===== src/rtl/ro_puf_pkg.sv =====
`default_nettype none
// ============================================================================
//  Module      : ro_puf_pkg
//  Description : Shared FSM state encoding and default constants for the
//                ring-oscillator PUF sequencer.
//  Revision    : 1.0 - initial release
// ============================================================================
package ro_puf_pkg;

    localparam int c_num_ro_dflt     = 16;
    localparam int c_cnt_w_dflt      = 16;
    localparam int c_win_w_dflt      = 16;
    localparam int c_settle_cyc_dflt = 8;

    typedef enum logic [2:0] {
        IDLE    = 3'd0,
        SETTLE  = 3'd1,
        COUNT   = 3'd2,
        COMPARE = 3'd3,
        DONE    = 3'd4
    } ro_puf_state_t;

endpackage
`default_nettype wire


===== src/rtl/ro_edge_counter.sv =====
`default_nettype none
// ============================================================================
//  Module      : ro_edge_counter
//  Description : Synchronizes one raw oscillator output, detects rising edges
//                and counts them while enabled. RO_PUF_SAT_EN selects a
//                saturating counter; otherwise the count wraps.
//  Revision    : 1.0 - initial release
// ============================================================================
module ro_edge_counter
    import ro_puf_pkg::*;
#(
    parameter int CNT_W = c_cnt_w_dflt
) (
    input  logic             clk,
    input  logic             rst,
    input  logic             ro_in,
    input  logic             clr,
    input  logic             cnt_en,
    output logic [CNT_W-1:0] cnt
);

    logic             r_sync1;
    logic             r_sync2;
    logic             r_prev;
    logic [CNT_W-1:0] r_cnt;
    logic             w_rise;
    logic             w_inc;

    // ro_in is asynchronous to clk; two flops before anything looks at it.
    always_ff @(posedge clk) begin
        if (rst) begin
            r_sync1 <= 1'b0;
            r_sync2 <= 1'b0;
            r_prev  <= 1'b0;
        end else begin
            r_sync1 <= ro_in;
            r_sync2 <= r_sync1;
            r_prev  <= r_sync2;
        end
    end

    assign w_rise = r_sync2 & ~r_prev;

`ifdef RO_PUF_SAT_EN
    assign w_inc = cnt_en & w_rise & ~(&r_cnt);
`else
    assign w_inc = cnt_en & w_rise;
`endif

    always_ff @(posedge clk) begin
        if (rst || clr) begin
            r_cnt <= '0;
        end else if (w_inc) begin
            r_cnt <= r_cnt + CNT_W'(1);
        end
    end

    assign cnt = r_cnt;

endmodule
`default_nettype wire


===== src/rtl/ro_puf_ctrl.sv =====
`default_nettype none
// ============================================================================
//  Module      : ro_puf_ctrl
//  Description : Ring-oscillator PUF sequencer: enables an oscillator pair,
//                counts edges over a programmable window and compares them.
//                RO_PUF_SAT_EN (in ro_edge_counter) selects saturating counts.
//  Revision    : 1.0 - initial release
// ============================================================================
module ro_puf_ctrl
    import ro_puf_pkg::*;
#(
    parameter int NUM_RO     = c_num_ro_dflt,
    parameter int SEL_W      = $clog2(NUM_RO),
    parameter int CNT_W      = c_cnt_w_dflt,
    parameter int WIN_W      = c_win_w_dflt,
    parameter int SETTLE_CYC = c_settle_cyc_dflt
) (
    input  logic              clk,
    input  logic              rst,
    input  logic              start,
    input  logic [SEL_W-1:0]  sel_a,
    input  logic [SEL_W-1:0]  sel_b,
    input  logic [WIN_W-1:0]  win_cycles,
    input  logic [NUM_RO-1:0] ro_out,
    output logic [NUM_RO-1:0] ro_en,
    output logic              busy,
    output logic              done,
    output logic              response,
    output logic              err,
    output logic [CNT_W-1:0]  cnt_a,
    output logic [CNT_W-1:0]  cnt_b
);

    localparam int               c_set_w    = $clog2(SETTLE_CYC);
    localparam int               c_tmr_w    = (WIN_W > c_set_w) ? WIN_W : c_set_w;
    localparam logic [SEL_W:0]   c_num_ro_w = (SEL_W + 1)'(NUM_RO);

    ro_puf_state_t     r_state;
    ro_puf_state_t     w_next;

    logic [SEL_W-1:0]  r_sel_a;
    logic [SEL_W-1:0]  r_sel_b;
    logic [SEL_W-1:0]  w_sel_a_nxt;
    logic [SEL_W-1:0]  w_sel_b_nxt;
    logic [WIN_W-1:0]  r_win;
    logic [c_tmr_w-1:0] r_timer;

    logic              w_accept;
    logic              w_illegal;
    logic              w_settle_end;
    logic              w_count_end;
    logic              w_cnt_clr;
    logic              w_cnt_en;
    logic              w_active_nxt;

    logic [NUM_RO-1:0] w_oh_nxt;
    logic [NUM_RO-1:0] w_oh_a;
    logic [NUM_RO-1:0] w_oh_b;
    logic [NUM_RO-1:0] r_ro_en;
    logic              w_ro_a;
    logic              w_ro_b;

    logic [CNT_W-1:0]  w_cnt_a;
    logic [CNT_W-1:0]  w_cnt_b;
    logic [CNT_W-1:0]  r_cnt_a;
    logic [CNT_W-1:0]  r_cnt_b;
    logic              r_resp;
    logic              r_err;

    assign w_accept  = (r_state == IDLE) && start;
    assign w_illegal = (sel_a == sel_b)
                     || ({1'b0, sel_a} >= c_num_ro_w)
                     || ({1'b0, sel_b} >= c_num_ro_w);

    assign w_settle_end = (r_timer == c_tmr_w'(SETTLE_CYC - 1));
    assign w_count_end  = (r_timer == (c_tmr_w'(r_win) - c_tmr_w'(1)));

    // ------------------------------------------------------------------
    // FSM: state register
    // ------------------------------------------------------------------
    always_ff @(posedge clk) begin
        if (rst) begin
            r_state <= IDLE;
        end else begin
            r_state <= w_next;
        end
    end

    // ------------------------------------------------------------------
    // FSM: next-state logic
    // ------------------------------------------------------------------
    always_comb begin
        w_next = r_state;
        case (r_state)
            IDLE: begin
                if (start) begin
                    w_next = w_illegal ? DONE : SETTLE;
                end
            end
            SETTLE: begin
                if (w_settle_end) begin
                    w_next = (r_win == '0) ? COMPARE : COUNT;
                end
            end
            COUNT: begin
                if (w_count_end) begin
                    w_next = COMPARE;
                end
            end
            COMPARE: w_next = DONE;
            DONE:    w_next = IDLE;
            default: w_next = IDLE;
        endcase
    end

    // ------------------------------------------------------------------
    // FSM: outputs
    // ------------------------------------------------------------------
    always_comb begin
        busy         = (r_state != IDLE);
        done         = (r_state == DONE);
        w_cnt_clr    = (r_state == SETTLE);
        w_cnt_en     = (r_state == COUNT);
        w_active_nxt = (w_next == SETTLE) || (w_next == COUNT);
    end

    // Window/settle timer restarts on every state change.
    always_ff @(posedge clk) begin
        if (rst || (w_next != r_state)) begin
            r_timer <= '0;
        end else if (w_cnt_clr || w_cnt_en) begin
            r_timer <= r_timer + c_tmr_w'(1);
        end
    end

    assign w_sel_a_nxt = w_accept ? sel_a : r_sel_a;
    assign w_sel_b_nxt = w_accept ? sel_b : r_sel_b;

    always_comb begin
        w_oh_nxt = '0;
        w_oh_a   = '0;
        w_oh_b   = '0;
        for (int i = 0; i < NUM_RO; i++) begin
            w_oh_nxt[i] = (w_sel_a_nxt == SEL_W'(i)) || (w_sel_b_nxt == SEL_W'(i));
            w_oh_a[i]   = (r_sel_a == SEL_W'(i));
            w_oh_b[i]   = (r_sel_b == SEL_W'(i));
        end
    end

    // Only the selected pair reaches the synchronizers.
    assign w_ro_a = |(ro_out & w_oh_a);
    assign w_ro_b = |(ro_out & w_oh_b);

    // Enables come straight from a flop so the oscillator bank never sees
    // decode glitches.
    always_ff @(posedge clk) begin
        if (rst) begin
            r_ro_en <= '0;
            r_sel_a <= '0;
            r_sel_b <= '0;
            r_win   <= '0;
            r_resp  <= 1'b0;
            r_err   <= 1'b0;
            r_cnt_a <= '0;
            r_cnt_b <= '0;
        end else begin
            r_ro_en <= w_active_nxt ? w_oh_nxt : '0;
            if (w_accept) begin
                r_sel_a <= sel_a;
                r_sel_b <= sel_b;
                r_win   <= win_cycles;
                r_err   <= w_illegal;
                r_resp  <= 1'b0;
                r_cnt_a <= '0;
                r_cnt_b <= '0;
            end else if (r_state == COMPARE) begin
                r_cnt_a <= w_cnt_a;
                r_cnt_b <= w_cnt_b;
                r_resp  <= (w_cnt_a > w_cnt_b);
            end
        end
    end

    ro_edge_counter #(
        .CNT_W (CNT_W)
    ) u_cnt_a (
        .clk    (clk),
        .rst    (rst),
        .ro_in  (w_ro_a),
        .clr    (w_cnt_clr),
        .cnt_en (w_cnt_en),
        .cnt    (w_cnt_a)
    );

    ro_edge_counter #(
        .CNT_W (CNT_W)
    ) u_cnt_b (
        .clk    (clk),
        .rst    (rst),
        .ro_in  (w_ro_b),
        .clr    (w_cnt_clr),
        .cnt_en (w_cnt_en),
        .cnt    (w_cnt_b)
    );

    assign ro_en    = r_ro_en;
    assign response = r_resp;
    assign err      = r_err;
    assign cnt_a    = r_cnt_a;
    assign cnt_b    = r_cnt_b;

endmodule
`default_nettype wire


===== config.mk =====
export PLATFORM = sky130hd
export DESIGN_NAME = ro_puf_ctrl
export DESIGN_NICKNAME = d
export VERILOG_FILES = /design/src/rtl/ro_puf_pkg.sv /design/src/rtl/ro_edge_counter.sv /design/src/rtl/ro_puf_ctrl.sv
export SDC_FILE = /design/constraint.sdc
export NUM_CORES = 1
export LEC_CHECK = 0
export ABC_AREA = 1
export CAP_MARGIN = 20
export CORE_MARGIN = 5
export CORE_UTILIZATION = 55
export DETAILED_ROUTE_END_ITERATION = 12
export GPL_ROUTABILITY_DRIVEN = 1
export HOLD_SLACK_MARGIN = 0.06
export PLACE_DENSITY = 0.76
export SLEW_MARGIN = 20
export SYNTH_ARGS = -nofsm -noshare
export SYNTH_HDL_FRONTEND = slang
export SYNTH_SLANG_ARGS = --single-unit

===== constraint.sdc =====
create_clock -name clk -period 3.2 [get_ports clk]
set_input_delay 0.64 -clock clk [delete_from_list [all_inputs] [get_ports clk]]
set_output_delay 0.64 -clock clk [all_outputs]
set_load 0.02 [all_outputs]

# Yosys cells after proc, flatten, opt, wreduce, memory -nomap -nowiden
# Cells that the tools add are included.
# word_totals
in_bits,43
register_bits,131
output_inout_bits,52
romBits,0
ram_bits,0
latchBits,0
n_memories,0
# classes
n_mux,8
mul,0
eq_ne,70
div_mod_pow,0
n_bitwise,9
addsub,4
shift,0
n_lt_le_gt_ge,1
n_reduce_logical,32
# ops
operator,count
$eq A4 B4 Y1 const B,32
$eq A4 B3 Y1 const B,16
$add A16 B1 Y16 const B,3
$and A16 B16 Y16,2
$eq A4 B2 Y1 const B,8
$reduce_or A16 Y1,2
$logic_or A1 B1 Y1,20
$eq A16 B16 Y1,1
$eq A16 B3 Y1 const B,1
$eq A4 B1 Y1 const B,4
$gt A16 B16 Y1,1
$logic_not A16 Y1,1
$logic_not A4 Y1,4
$sub A16 B1 Y16 const B,1
$mux W3,4
$pmux W3 S4,1
$eq A3 B2 Y1 const B,3
$mux W4,2
$eq A3 B1 Y1 const B,2
$and A1 B1 Y1,4
$eq A4 B4 Y1,1
$reduce_or A2 Y1,2
$eq A3 B3 Y1 const B,1
$logic_not A3 Y1,1
5 further kinds,7

# Longest topological paths before layout
# Gate-level depths: netlist (run 1).
# depth
ltp_word,8
mapped_depth,17
mapped_depth_nobuf,16

# Cells and area by module
# A second synthesis (run 1) with hierarchy kept.
# hier_totals
hier_cells,1009
hier_area_um2,6937.9
# by_module_without_submodules
module,area_each_um2,cells_per_inst,seq_area_each_um2,n_inst
ro_puf_ctrl,5118.7,739,1861.8,1
ro_edge_counter,909.6,135,380.4,2

# Worst setup path before layout (run 1)
# OpenSTA, ideal clock, no wires.
# synth_timing
kind,reg2reg
start,reg r_win[0]
end,reg r_timer[12]
slack_ps,1325
required_time_ps,3079
arrival_ps,1754
stages_incl_launch_ff,16
cell_sequence,dfxtp_1 > inv_2 > ha_1 > xor2_1 > nand3_1 > nor2_1 > nand2_1 > nor2_1 > nand3_1 > nor2_2 > nand2_2 > nand2_2 > nand2_2 > nand3_4 > buf_12 > nor2_4
# synth_between
elab_chain_len,6
elab_cells_between_ends,9
classes_between,add/sub: 1; eq/ne: 2; mux: 4; reduce/logical: 2
# synth_lines
element,line,source
start: declaration,ro_puf_ctrl.sv:45,logic [WIN_W-1:0] r_win;
start signal: assignment,ro_puf_ctrl.sv:171,r_win <= win_cycles;
$sub A16 B1 Y16 or $logic_not A16 Y1 (tied branches),"ro_puf_ctrl.sv:76, ro_puf_ctrl.sv:102",
$eq A16 B16 Y1 or $mux W1 (tied branches),"ro_puf_ctrl.sv:76, ro_puf_ctrl.sv:102",
$mux W3 (on tied branches),"ro_puf_ctrl.sv:106, ro_puf_ctrl.sv:101",
$pmux W3 S4 (*),ro_puf_ctrl.sv:94,case (r_state)
$ne A3 B3 Y1 (*),ro_puf_ctrl.sv:129,if (rst || (w_next != r_state)) begin
$logic_or A1 B1 Y1 (*),ro_puf_ctrl.sv:129,
end signal: assignment,ro_puf_ctrl.sv:132,r_timer <= r_timer + c_tmr_w'(1);
end: declaration,ro_puf_ctrl.sv:46,logic [c_tmr_w-1:0] r_timer;
# Every way passes the cells marked *; elsewhere a longest branch is shown, timed or not.
# A chain may end at the register's enable or synchronous reset.

# Final worst setup path (run 1)
# layout_timing
start,reg r_state[2]
end,out done
# layout_between
elab_chain_len,1
# layout_lines
element,line,source
start: declaration,ro_puf_ctrl.sv:38,ro_puf_state_t r_state;
start signal: assignment,ro_puf_ctrl.sv:85,r_state <= w_next;
$eq A3 B3 Y1,ro_puf_ctrl.sv:121,done = (r_state == DONE);
end: declaration,ro_puf_ctrl.sv:27,"output logic done,"
# No other way between the ends.

==> impl_metrics.csv, run 1 <==
group,metric,value,unit
setup_path,path_depth,3,
timing,hold_viol,0,
cts,htreeDepth,4,
synthesis,yosysWarnings,0,
hold_path,min_path_cells,2,
cells_and_area,nets,1095,
power,power_density,510,nW/um^2
synthesis,synth-edff-count,0,
setup_path,worst-path-buf-inv,2,
cts,path_clk_slew,0.05,ns
cells_and_area,final_cells,1212,
timing,fin_worst_skew,0.00487,ns
cts,clkLatencyLatePin,0.42,ns
cts,root_buffer,"clkbuf_16",
power,power.total,4.33,mW
placed_design,dp_slack,0.504,ns
power,clockPowerShare,0.467,
cells_and_area,final_layout_size_suffix_gt1_frac,0.109,
cts,cts_tree,"yes",
cts,cts_buffers,17,
setup_path,worst-setup-path-type,"reg -> out",
cts,clock_sinks,131,
cells_and_area,area_growth,25.2,%
timing,setup_viol,0,
timing,tightestPinTransition,0.625,ns
synthesis,syn-num-nets,998,
power,p_leak,3.23,nW
setup_path,worst_setup_path_end_kind,"output pin",
placed_design,dp_cells,1181,
detailed_routing,via_per_inst,5.15,
power,p_sw,1.11,mW
detailed_routing,wl,16700,um
timing,worst_hold_slack,0.417,ns
detailed_routing,drt_iter0_markers,381,
setup_path,path_cells,"inv_2 > nor3_1 > clkdlybuf4s50_1",
synthesis,syn_area_per_cell,7.26,um^2
detailed_routing,vias,6239,
die,start_util,0.563,
cts,post-cts-setup-buffer-count,0,
setup_path,critPathArrivalTime,1.87,ns
power,pwr-share-seq,0.398,
timing,setup_ws,0.695,ns
setup_path,cp_max_fo,4,
placed_design,place_hpwl,12100,um
synthesis,ys_ff_latch,131,
timing,rsz0062_at_grt,"false",
synthesis,synth_top_area_cell,"dfxtp_1",
die,core-area,12100,um^2
synthesis,synth_common_cells,"nand2_1, dfxtp_1, inv_1",
job,cap_violations,0,
setup_path,slowest_delay,0.66,ns
synthesis,synthDominantCellAreaShare,0.387,
timing,period_needed,2.51,ns
cts,cts_hold_buf,0,
synthesis,synthDistinctLibCells,52,
cts,clock_path_buffers,2,
synthesis,async_flop_share,0,
timing,tns,0,ns
global_route,grt_pass1_vias,5911,
setup_path,critPathLaunchType,"flip-flop",
die,io_pins,95,
timing,period_share,0.783,
detailed_routing,ant_nets,0,
global_route,antenna_found_initial,0,
status,status,"finished clean",
setup_path,r2r_cells,9,
timing,final_max_slew_viol_count,0,
power,switching_share,0.257,
synthesis,synth.area.top_cells,"dfxtp_1, nand2_1, a21oi_1, inv_1, nor2_1",
cells_and_area,antennaDiodeCount,0,
placed_design,place_congestion,0.886,
global_route,globalRouteOverflowTotal,0,
die,die-area,14700,um^2
setup_path,cpMaxStageDelayCell,"clkdlybuf4s50_1",
global_route,grt_first_pass_wirelength,28000,um
detailed_routing,drt_first_pass_iters,5,
synthesis,synth_seq_area_share,0.387,
synthesis,synth_flop_cell,"dfxtp_1",
synthesis,yosysMostFrequentCell,"nand2_1",
setup_path,critPathRequiredTime,2.56,ns
die,die_x,121,um
setup_path,critPathTopFamily,"buffers and inverters",
global_route,track_usage,0.238,
global_route,grt_max_degree,36,
setup_path,r2r_end,"r_timer[4]",
die,die_h,121,um
cts,cts_resized,0,
setup_path,r2r_setup_slack,0.80,ns
placed_design,io_buffers,94,
setup_path,r2r_start,"r_timer[1]",
power,combPwrFrac,0.135,
timing,relSlewSlack,0.583,
detailed_routing,wl_per_cell,13.8,um
power,p_int,3.22,mW
synthesis,synthCells,935,
cells_and_area,n_fill_cell,1011,
hold_path,hold_class,"reg -> reg",
hold_path,min_to,"u_cnt_a.r_sync2",
detailed_routing,drc,0,
synthesis,syn_area,6790,um^2
timing,max_freq,399,MHz
hold_path,hold_start,"u_cnt_a.r_sync1",
power,ir_drop,0.384,mV
die,placementRows,40,
-- routing by layer --
layer / track usage / up-vias / part of all wire
met4: 0.0829 / 0 / 0.018
met5: 0 / - / 0
met3: 0.0699 / 28 / 0.067
met1: 0.327 / 2783 / 0.48
li1: - / 3253 / -
met2: 0.358 / 175 / 0.43
-- state kept, by name (all words and copies together) (netlist names), 3 cells and up --
| name | count |
|---|---|
| ro_en | 16 |
| r_sel_a | 4 |
| r_state | 3 |
| u_cnt_b.cnt | 16 |
| cnt_b | 16 |
| u_cnt_a.cnt | 16 |
| r_timer | 16 |
| r_sel_b | 4 |
| r_win | 16 |
| cnt_a | 16 |
-- cells by family (layout without fill, tap and decap cells) --
logic type / count (synthesis) / in the layout / share of synthesized area
AOI/OAI and AO/OA: 177 / 177 / 0.149
xor gates and xnor gates: 27 / 27 / 0.0349
adders and majority gates: 20 / 20 / 0.0369
buffers and inverters: 136 / 245 / 0.0804
DFF: 131 / 131 / 0.387
muxes: 2 / 2 / 0.00295
and+or+nand+nor: 442 / 442 / 0.310
-- area by class of cell --
type                            instances  area, um^2  share of cell area
Clock buffer                           23         498              0.0586
Clock inverter                          8         124              0.0146
Inverter                              114         429              0.0505
Multi-Input combinational cell        668        3630               0.427
Sequential cell                       131        2620               0.309
Tap cell                              168         210              0.0247
Timing Repair Buffer                  100         986               0.116
-- how the worst max path moves through the flow --
stage / start / slack (ns) / end
floorplan: r_win[0] / 1.33 / r_timer[12]
global placement: start / 0.55 / ro_en[9]
detailed placement: start / 0.50 / ro_en[9]
CTS: r_state[2] / 0.71 / done
global route: start / 0.65 / ro_en[9]
finish: r_state[2] / 0.69 / done
-- cell usage in the layout, fill, tap and decap left out, types with 4 or more instances in the layout --
cell type	count
a21oi_1	89
a221oi_1	4
a22oi_1	4
a31oi_1	12
buf_4	6
clkbuf_16	17
clkbuf_8	5
clkdlybuf4s50_1	94
dfxtp_1	131
ha_1	20
inv_1	103
inv_2	10
nand2_1	211
nand2_2	10
nand3_1	38
nand3_2	4
nand4_1	12
nor2_1	100
nor2_2	19
nor2_4	13
nor3_1	12
nor3_2	4
o21a_1	4
o21ai_0	37
o21ai_1	8
o21ai_2	4
o22a_1	4
xnor2_1	9
xor2_1	18
-- power groups by stage --
stage	registers, mW	clock network, mW	logic (mW)
3_5_place_dp	1.76	0	0.582
3_3_place_gp	1.76	0	0.579
4_1_cts	1.72	2.05	0.587
2_1_floorplan	1.76	0	0.409
6_report	1.72	2.02	0.587
5_1_grt	1.73	2.11	0.656
-- worst min-delay path, stage by stage, from the launching register on --
cell and delay, ns:
dfxtp_1 0.29, inv_1 0.05, nor2_1 0.04
-- stage by stage --
stage / instance area, um^2 / utilization
finish: 8500 / 0.705
detailed placement: 7880 / 0.653
CTS: 8500 / 0.705
global placement: 7880 / 0.653
floorplan: 6790 / -
global route: 8500 / 0.705
Note: power is estimated with default switching activity, not from simulation.
==> run 2: changes to the inputs <==
clock period = 2.5 ns   (was 3.2 ns; I/O delays follow)
==> impl_metrics.csv, run 2 (same netlist as run 1, synthesis figures left out) <==
group,metric,value,unit
detailed_routing,via_per_inst,5.21,
global_route,grt_pass1_vias,5912,
placed_design,place_hpwl,12300,um
cts,root_buffer,"clkbuf_16",
global_route,grt_max_degree,36,
timing,period_needed,2.34,ns
timing,fin_worst_skew,0.00972,ns
timing,final_max_slew_viol_count,0,
setup_path,worst_setup_path_end_kind,"output pin",
cells_and_area,final_layout_size_suffix_gt1_frac,0.113,
setup_path,worst-setup-path-type,"reg -> out",
placed_design,dp_cells,1186,
setup_path,critPathRequiredTime,2.00,ns
cells_and_area,nets,1100,
global_route,grt_first_pass_wirelength,27900,um
die,start_util,0.563,
timing,period_share,0.936,
power,ir_drop,0.466,mV
timing,rsz0062_at_grt,"false",
setup_path,r2r_setup_slack,0.31,ns
global_route,globalRouteOverflowTotal,0,
cells_and_area,final_cell_mix,"nand2_1, dfxtp_1, inv_1",
cts,path_clk_slew,0.05,ns
cts,clock_sinks,131,
cts,clock_path_buffers,2,
timing,tightestPinTransition,0.624,ns
timing,max_freq,427,MHz
cts,htreeDepth,4,
detailed_routing,drt_iter0_markers,432,
timing,hold_viol,0,
die,placementRows,40,
global_route,antenna_found_initial,0,
timing,setup_viol,0,
placed_design,place_area,7930,um^2
placed_design,place_congestion,0.913,
setup_path,slowest_delay,0.65,ns
detailed_routing,wl,16800,um
setup_path,cp-startpoint,"r_state[2]",
cts,cts_tree,"yes",
die,core-area,12100,um^2
cts,cts_hold_buf,0,
cts,post-cts-setup-buffer-count,0,
cts,cts_resized,0,
die,die_x,121,um
cells_and_area,seqCellArea,2620,um^2
cells_and_area,area_growth,26.0,%
setup_path,endpoint,"done",
die,die-area,14700,um^2
status,status,"finished clean",
timing,worst_hold_slack,0.409,ns
cells_and_area,n_fill_cell,977,
cells_and_area,mostFrequentLayoutCell,"nand2_1",
power,power_density,651,nW/um^2
detailed_routing,ant_nets,0,
detailed_routing,drc,0,
cells_and_area,multi_input_area,3630,um^2
setup_path,cpMaxStageDelayCell,"clkdlybuf4s50_1",
die,io_pins,95,
detailed_routing,drt_first_pass_iters,5,
setup_path,r2r_end,"r_timer[15]",
placed_design,io_buffers,94,
cells_and_area,final_cells,1217,
job,cap_violations,0,
detailed_routing,vias,6340,
setup_path,r2r_start,"r_win[0]",
setup_path,path_cells,"inv_2 > nor3_1 > clkdlybuf4s50_1",
cts,clkLatencyLatePin,0.42,ns
cts,cts_buffers,17,
timing,tns,0,ns
setup_path,cp_max_fo,4,
cells_and_area,antennaDiodeCount,0,
global_route,track_usage,0.236,
hold_path,hold_class,"reg -> reg",
setup_path,critPathLaunchType,"flip-flop",
power,p_leak,3.26,nW
die,die_h,121,um
setup_path,r2r_cells,16,
timing,relSlewSlack,0.584,
detailed_routing,wl_per_cell,13.8,um
cells_and_area,fin_area,8550,um^2
setup_path,critPathArrivalTime,1.84,ns
## run 2: changes by cell type in the layout (fill, tap and decap cells not counted)
cell    change
buf_12      +1
buf_4       +4
## run 2: how the worst min path moves through the flow
stage / start / end / slack (ns) / depth (start not counted)
after global routing: u_cnt_b.r_sync2 / u_cnt_b.r_prev / 0.44 / 2
after global placement: u_cnt_a.r_sync1 / u_cnt_a.r_sync2 / 0.40 / 2
after floorplan: u_cnt_a.r_sync1 / u_cnt_a.r_sync2 / 0.39 / 2
after detailed placement: u_cnt_a.r_sync1 / u_cnt_a.r_sync2 / 0.40 / 2
final: u_cnt_a.r_sync1 / u_cnt_a.r_sync2 / 0.41 / 2
after CTS: u_cnt_a.r_sync1 / u_cnt_a.r_sync2 / 0.41 / 2
## run 2: area by class of cell
| cell class | count | area share |
|---|---|---|
| tap | 168 | 0.0246 |
| multi-input combinational | 668 | 0.424 |
| timing repair buffer | 105 | 0.121 |
| clock buffer | 23 | 0.0583 |
| sequential | 131 | 0.307 |
| inverter | 114 | 0.0502 |
| clock inverter | 8 | 0.0145 |
## run 2: metal layers
metal  track usage  wire (um)  share of wire
met1         0.325       8000           0.48
met4        0.0644        178          0.011
met2         0.365       7520           0.45
met3        0.0657       1140          0.068
met5             0          0              0
## run 2: worst max-delay path: cells and delay by family (launching register included)
family	cells	cell delay (ns)
buffers and inverters	2	0.75
flip-flops	1	0.47
AND/OR/NAND/NOR	1	0.20
## run 2: report_power, final
group / total, mW / leakage (nW) / internal (mW) / switching, mW
combinational: 0.764 / 1.90 / 0.291 / 0.473
clock: 2.59 / 0.301 / 1.69 / 0.900
sequential: 2.20 / 1.06 / 2.15 / 0.0548
total: 5.56 / 3.26 / 4.13 / 1.43
## run 2: per-stage QoR
stage	util	setup slack [ns]	total power, mW
2_1_floorplan	-	0.625	2.77
3_3_place_gp	0.657	0.195	3.00
3_5_place_dp	0.657	0.141	3.00
4_1_cts	0.709	0.132	5.59
5_1_grt	0.709	0.0733	5.79
6_report	0.709	0.159	5.56
